File: src/rtl/fetch_queue_if.sv
// Bus bundle for fetch_queue: instruction-memory request/response, decode handshake and redirect.
// master = the fetch queue itself, slave = the surrounding core/memory.
interface fetch_queue_if;
    logic        redirect;
    logic [31:0] redirect_pc;
    logic        mem_req;
    logic [31:0] mem_addr;
    logic        mem_ready;
    logic        mem_rvalid;
    logic [31:0] mem_rdata;
    logic        instr_valid;
    logic [31:0] instr;
    logic [31:0] instr_pc;
    logic        decode_ready;

    modport master (
        input  redirect, redirect_pc, mem_ready, mem_rvalid, mem_rdata, decode_ready,
        output mem_req, mem_addr, instr_valid, instr, instr_pc
    );

    modport slave (
        output redirect, redirect_pc, mem_ready, mem_rvalid, mem_rdata, decode_ready,
        input  mem_req, mem_addr, instr_valid, instr, instr_pc
    );
endinterface

File: src/rtl/fetch_queue.sv
// Instruction fetch front-end: sequential word fetches, one outstanding request, DEPTH-entry {pc, instr} FIFO.
// Optional macro FETCH_QUEUE_BYPASS_EN lets a kept response reach decode in its arrival cycle when the FIFO is empty.
module fetch_queue #(
    parameter int          DEPTH    = 4,
    parameter logic [31:0] RESET_PC = 32'h0000_0000
) (
    input  logic          clk,
    input  logic          rst,
    fetch_queue_if.master bus
);
    localparam int PW = $clog2(DEPTH);
    localparam int CW = PW + 1;
    localparam int UW = PW + 2;

    localparam logic [1:0] ST_IDLE    = 2'b00;
    localparam logic [1:0] ST_WAIT    = 2'b01;
    localparam logic [1:0] ST_DISCARD = 2'b10;

    localparam logic [UW-1:0] DEPTH_W = UW'(DEPTH);
    localparam logic [PW-1:0] PTR_ONE = PW'(1);
    localparam logic [CW-1:0] CNT_ONE = CW'(1);

    function automatic logic [31:0] align_word(input logic [31:0] addr);
        return {addr[31:2], 2'b00};
    endfunction

    logic [1:0]    state_r;
    logic [1:0]    state_next_s;
    logic [31:0]   fetch_pc_r;
    logic [31:0]   req_pc_r;
    logic [31:0]   pc_mem_r    [DEPTH];
    logic [31:0]   instr_mem_r [DEPTH];
    logic [PW-1:0] rd_ptr_r;
    logic [PW-1:0] wr_ptr_r;
    logic [CW-1:0] count_r;

    logic [UW-1:0] used_s;
    logic          credit_s;
    logic          mem_req_s;
    logic          accept_s;
    logic          resp_keep_s;
    logic          fifo_valid_s;
    logic          bypass_s;
    logic          push_s;
    logic          pop_s;
    logic          instr_valid_s;
    logic [31:0]   instr_s;
    logic [31:0]   instr_pc_s;

    // Request credit, handshake qualification and push/pop decisions
    always_comb begin
        used_s       = {1'b0, count_r} + {{(UW-1){1'b0}}, (state_r == ST_WAIT)};
        credit_s     = (used_s < DEPTH_W);
        // Gated by rst so the request is low while reset is held
        mem_req_s    = rst && credit_s && ((state_r == ST_IDLE) || bus.mem_rvalid);
        accept_s     = mem_req_s && bus.mem_ready;
        resp_keep_s  = bus.mem_rvalid && (state_r == ST_WAIT) && !bus.redirect;
        fifo_valid_s = (count_r != {CW{1'b0}});
`ifdef FETCH_QUEUE_BYPASS_EN
        bypass_s     = resp_keep_s && !fifo_valid_s;
`else
        bypass_s     = 1'b0;
`endif
        push_s       = resp_keep_s && !(bypass_s && bus.decode_ready);
        pop_s        = fifo_valid_s && bus.decode_ready && !bus.redirect;
    end

    // Decode-side view: FIFO head first, bypassed response only when the FIFO is empty
    always_comb begin
        if (fifo_valid_s) begin
            instr_valid_s = 1'b1;
            instr_s       = instr_mem_r[rd_ptr_r];
            instr_pc_s    = pc_mem_r[rd_ptr_r];
        end else if (bypass_s) begin
            instr_valid_s = 1'b1;
            instr_s       = bus.mem_rdata;
            instr_pc_s    = req_pc_r;
        end else begin
            instr_valid_s = 1'b0;
            instr_s       = 32'h0000_0000;
            instr_pc_s    = 32'h0000_0000;
        end
    end

    // Outstanding-request tracking: a redirect turns any in-flight or newly accepted request into DISCARD
    always_comb begin
        if (accept_s) begin
            state_next_s = bus.redirect ? ST_DISCARD : ST_WAIT;
        end else if ((state_r != ST_IDLE) && !bus.mem_rvalid) begin
            state_next_s = ((state_r == ST_WAIT) && !bus.redirect) ? ST_WAIT : ST_DISCARD;
        end else begin
            state_next_s = ST_IDLE;
        end
    end

    // Request state, next fetch address and PC of the outstanding request
    always_ff @(posedge clk or negedge rst) begin
        if (!rst) begin
            state_r    <= ST_IDLE;
            fetch_pc_r <= align_word(RESET_PC);
            req_pc_r   <= align_word(RESET_PC);
        end else begin
            state_r <= state_next_s;
            if (accept_s) begin
                req_pc_r <= fetch_pc_r;
            end
            if (bus.redirect) begin
                fetch_pc_r <= align_word(bus.redirect_pc);
            end else if (accept_s) begin
                fetch_pc_r <= fetch_pc_r + 32'd4;
            end
        end
    end

    // FIFO pointers and occupancy; redirect empties the queue
    always_ff @(posedge clk or negedge rst) begin
        if (!rst) begin
            rd_ptr_r <= {PW{1'b0}};
            wr_ptr_r <= {PW{1'b0}};
            count_r  <= {CW{1'b0}};
        end else if (bus.redirect) begin
            rd_ptr_r <= {PW{1'b0}};
            wr_ptr_r <= {PW{1'b0}};
            count_r  <= {CW{1'b0}};
        end else begin
            if (push_s) begin
                wr_ptr_r <= wr_ptr_r + PTR_ONE;
            end
            if (pop_s) begin
                rd_ptr_r <= rd_ptr_r + PTR_ONE;
            end
            if (push_s && !pop_s) begin
                count_r <= count_r + CNT_ONE;
            end else if (pop_s && !push_s) begin
                count_r <= count_r - CNT_ONE;
            end
        end
    end

    // FIFO storage; contents are only observed through count_r, so no reset is needed
    always_ff @(posedge clk) begin
        if (push_s) begin
            pc_mem_r[wr_ptr_r]    <= req_pc_r;
            instr_mem_r[wr_ptr_r] <= bus.mem_rdata;
        end
    end

    assign bus.mem_req     = mem_req_s;
    assign bus.mem_addr    = fetch_pc_r;
    assign bus.instr_valid = instr_valid_s;
    assign bus.instr       = instr_s;
    assign bus.instr_pc    = instr_pc_s;
endmodule

File: src/flat_wrapper.sv
// flat-port wrapper written by rule: the top's interface ports become plain ports
module fetch_queue_flat 
#(
    parameter int          DEPTH    = 4,
    parameter logic [31:0] RESET_PC = 32'h0000_0000
)
  (clk, rst, bus_redirect, bus_redirect_pc, bus_mem_ready, bus_mem_rvalid, bus_mem_rdata, bus_decode_ready, bus_mem_req, bus_mem_addr, bus_instr_valid, bus_instr, bus_instr_pc);
  fetch_queue_if bus_i ();
  input  logic clk;
  input  logic rst;
  input wire logic [$bits(bus_i.redirect)-1:0] bus_redirect;
  input wire logic [$bits(bus_i.redirect_pc)-1:0] bus_redirect_pc;
  input wire logic [$bits(bus_i.mem_ready)-1:0] bus_mem_ready;
  input wire logic [$bits(bus_i.mem_rvalid)-1:0] bus_mem_rvalid;
  input wire logic [$bits(bus_i.mem_rdata)-1:0] bus_mem_rdata;
  input wire logic [$bits(bus_i.decode_ready)-1:0] bus_decode_ready;
  output wire logic [$bits(bus_i.mem_req)-1:0] bus_mem_req;
  output wire logic [$bits(bus_i.mem_addr)-1:0] bus_mem_addr;
  output wire logic [$bits(bus_i.instr_valid)-1:0] bus_instr_valid;
  output wire logic [$bits(bus_i.instr)-1:0] bus_instr;
  output wire logic [$bits(bus_i.instr_pc)-1:0] bus_instr_pc;
  assign bus_i.redirect = bus_redirect;
  assign bus_i.redirect_pc = bus_redirect_pc;
  assign bus_i.mem_ready = bus_mem_ready;
  assign bus_i.mem_rvalid = bus_mem_rvalid;
  assign bus_i.mem_rdata = bus_mem_rdata;
  assign bus_i.decode_ready = bus_decode_ready;
  assign bus_mem_req = bus_i.mem_req;
  assign bus_mem_addr = bus_i.mem_addr;
  assign bus_instr_valid = bus_i.instr_valid;
  assign bus_instr = bus_i.instr;
  assign bus_instr_pc = bus_i.instr_pc;
  fetch_queue #(.DEPTH(DEPTH), .RESET_PC(RESET_PC)) u_core (.clk(clk), .rst(rst), .bus(bus_i));
endmodule
File: config.mk
export PLATFORM = sky130hd
export DESIGN_NAME = fetch_queue_flat
export DESIGN_NICKNAME = d
export VERILOG_FILES = /design/src/rtl/fetch_queue_if.sv /design/src/rtl/fetch_queue.sv /design/src/flat_wrapper.sv
export SDC_FILE = /design/constraint.sdc
export NUM_CORES = 1
export LEC_CHECK = 0
export BUFFER_PORTS_ARGS = -buffer_cell sky130_fd_sc_hd__clkbuf_2
export CORE_ASPECT_RATIO = 2
export CORE_MARGIN = 5
export CORE_UTILIZATION = 50
export DETAILED_ROUTE_END_ITERATION = 8
export GPL_TIMING_DRIVEN = 0
export PLACE_DENSITY = 0.74
export REMOVE_ABC_BUFFERS = 1
export SETUP_SLACK_MARGIN = 0.05
export SLEW_MARGIN = 25
export SYNTH_ARGS = -nofsm -noshare
export SYNTH_HDL_FRONTEND = slang
export SYNTH_SLANG_ARGS = --single-unit
File: constraint.sdc
create_clock -name clk -period 4.6 [get_ports clk]
set_input_delay 0 -clock clk [delete_from_list [all_inputs] [get_ports clk]]
set_output_delay 0 -clock clk [all_outputs]
set_load 0.005 [all_outputs]
==> impl_metrics.json <==
{
  "hpwl_um": 16400,
  "die_area_um2": 28900,
  "core_um2": 25100,
  "power.density_nw_per_um2": 476,
  "rsz0062_at_grt": "false",
  "drv_slew": 0,
  "fin_crit_sh": 0.605,
  "via_per_inst": 5.31,
  "cp_slowest_cell": "clkbuf_4",
  "start_kind": "input port",
  "crit_chain": "dlygate4sd3_1 -> clkbuf_4 -> buf_12 -> and3b_1 -> o31a_2 -> buf_16 -> nand4_1 -> or3_1 -> a31oi_1",
  "synth.avg_cell_area_um2": 16.3,
  "crit_path_max_incr_delay_ps": 540,
  "worst_pin_slew_ps": 938,
  "dr.pass1.iters": 5,
  "grt_pass1_wl_um": 41300,
  "outcome": "finished, final reports clean",
  "finalHoldViolations": 0,
  "routed-via-count": 7237,
  "clock_skew_ps": 14.4,
  "fin_area_um2": 15600,
  "cp-end-kind": "flop",
  "htree_levels": 1,
  "ant_nets": 0,
  "dp_cells": 1250,
  "dieHeight_um": 236,
  "placed_area_um2": 14100,
  "antenna_found_initial": 0,
  "worstSetupPathType": "input port to flop",
  "port_buffers": 161,
  "p_leak_nw": 5.77,
  "syn_inst": 779,
  "cts_hold_buf": 65,
  "cts_setup_buffers": 0,
  "final_cell_mix": "edfxtp_1, clkbuf_2, nand2_1",
  "critical_path.max_fanout": 43,
  "arrival_ps": 3240,
  "place.gp.congestion": 0.759,
  "drcViolationCount": 0,
  "setup-violations-final": 0,
  "cts.path.max_buffers": 3,
  "numClockSinks": 317,
  "first_iter_violations": 341,
  "grtUsageTotal": 0.185,
  "io_pins": 168,
  "ys_seq_elements": 317,
  "p_total_mw": 7.45,
  "grt_pass1_vias": 7710,
  "routed_wirelength_um": 26000,
  "maxCapViolCount": 0,
  "grt_max_degree": 59,
  "multi_input_area_um2": 3370,
  "whs_ps": 43.6,
  "die_x_um": 123,
  "slew_headroom": 0.375,
  "grt_overflow": 0,
  "fillers": 1845,
  "ir_drop_uv": 297,
  "drive_gt1_frac": 0.282,
  "final_common_cell": "edfxtp_1",
  "root_buffer": "clkbuf_16",
  "cts.clk_slew.worst_paths_ps": 70,
  "start_util": 0.506,
  "cts_made_buffers": 26,
  "ys_types": 40,
  "instances_no_fill": 1363,
  "hold_path_class": "input port to async pin",
  "critical_path_required_ps": 5050,
  "syn_area_um2": 12700,
  "layout.nets": 1083,
  "syn_to_final_growth_pct": 22.9,
  "clk_latency_ps": 530,
  "fin_crit_ps": 2780,
  "cts_resized": 0,
  "fmaxAchievable_mhz": 359,
  "tns_ps": 0,
  "n_antenna_cell": 0,
  "ff_latch_area_um2": 9180,
  "wire_per_inst_um": 19.1,
  "ys_seq_area_frac": 0.721,
  "cts_tree": "yes",
  "yosys_warnings": 0,
  "rows": 82
}
[through the flow]
| step | util | setup WS, ps |
|---|---|---|
| floorplan | - | 1260 |
| detailed placement | 0.561 | 1780 |
| CTS | 0.622 | 1790 |
| finish | 0.622 | 1820 |
| global route | 0.622 | 1600 |
| global placement | 0.548 | -111 |
[flip-flops by register name, indices dropped and copies added (netlist names)]
signal,flops
u_core.instr_mem_r,128
u_core.pc_mem_r,120
u_core.bus.mem_addr,30
u_core.req_pc_r,30
u_core.count_r,3
u_core.rd_ptr_r,2
u_core.state_r,2
u_core.wr_ptr_r,2
[path summary, 6_finish.rpt]
path | startpoint | to | slack [ps] | cells past startpoint
max in group asynchronous | rst | u_core.rd_ptr_r[1]$_DFFE_PN0P_ | 3950 | 3
worst min register to register | u_core.req_pc_r[29]$_DFFE_PN0P_ | u_core.pc_mem_r[1][29]$_DFFE_PP_ | 520 | 0
worst max-delay path | rst | u_core.bus.mem_addr[31]$_DFFE_PN0P_ | 1820 | 9
worst max register to register | u_core.count_r[0]$_DFFE_PN0P_ | u_core.bus.mem_addr[31]$_DFFE_PN0P_ | 2190 | 6
worst min-delay path | rst | u_core.req_pc_r[26]$_DFFE_PN0P_ | 40 | 2
min in group clk | bus_mem_ready | u_core.req_pc_r[2]$_DFFE_PN0P_ | 100 | 5
[power by group]
group	total [mW]	switching, mW	leakage [nW]	internal [mW]
Sequential	3.67	0.259	3.09	3.42
Clock	2.24	0.971	0.439	1.27
Combinational	1.53	0.755	2.24	0.778
Total	7.45	1.98	5.77	5.47
[logic make-up after synthesis]
group                      synth area share
AOI/OAI and AO/OA                    0.0248
xor gates and xnor gates             0.0179
adders and majority gates           0.00649
buffers and inverters                0.0183
DFF                                   0.721
muxes                                 0.112
other                              0.000295
and+or+nand+nor                      0.0994
[cell usage after synthesis]
cell type / number / area share
a211oi_1: 1 / 0.00059
conb_1: 1 / 0.00029
or2_1: 1 / 0.00049
buf_2: 9 / 0.0035
nor2_1: 18 / 0.0053
nand2_1: 114 / 0.034
nor2b_1: 1 / 0.00049
nor3_1: 11 / 0.0043
a31oi_1: 7 / 0.0034
inv_1: 12 / 0.0035
mux2i_1: 2 / 0.0016
edfxtp_1: 248 / 0.59
nand3b_1: 1 / 0.00059
xor2_1: 6 / 0.0041
a21boi_2: 1 / 0.00088
buf_4: 5 / 0.0029
and3b_1: 1 / 0.00069
dfrtp_1: 69 / 0.14
o31ai_1: 3 / 0.0018
o21ai_0: 32 / 0.013
mux2_2: 1 / 0.00088
o21a_1: 1 / 0.00059
fa_1: 1 / 0.0016
a21oi_1: 1 / 0.00039
buf_1: 7 / 0.0021
o311a_1: 1 / 0.00079
nand3_1: 10 / 0.0039
and2_1: 68 / 0.033
o31a_1: 4 / 0.0028
clkbuf_1: 21 / 0.0062
nand2b_1: 1 / 0.00049
and3_1: 7 / 0.0034
ha_1: 5 / 0.0049
xnor2_1: 20 / 0.014
nand4_1: 10 / 0.0049
or3_1: 4 / 0.0020
or4_1: 3 / 0.0018
o31ai_2: 1 / 0.00098
mux4_2: 62 / 0.11
nor4_1: 8 / 0.0039
[final cells by class]
class / count / area share
clock inverters: 10 / 0.00552
flip-flops and latches: 317 / 0.587
repair buffers: 239 / 0.111
multi-input cells: 411 / 0.215
inverters: 12 / 0.00288
well taps: 336 / 0.0269
clock buffers: 38 / 0.0511
[worst max-delay path, delay by kind of cell]
kind	cells	cell delay, ps
buffers and inverters	4	1550
and+or+nand+nor	3	1010
AOI/OAI and AO/OA	2	640
[routing by layer]
layer / vias to the layer above / wire length, µm / GRT usage
li1: 3371 / - / -
met1: 3625 / 9780 / 0.223
met2: 199 / 14300 / 0.337
met3: 42 / 1180 / 0.0219
met4: 0 / 693 / 0.0625
met5: - / 0 / 0
(Power assumes the default switching activity.)
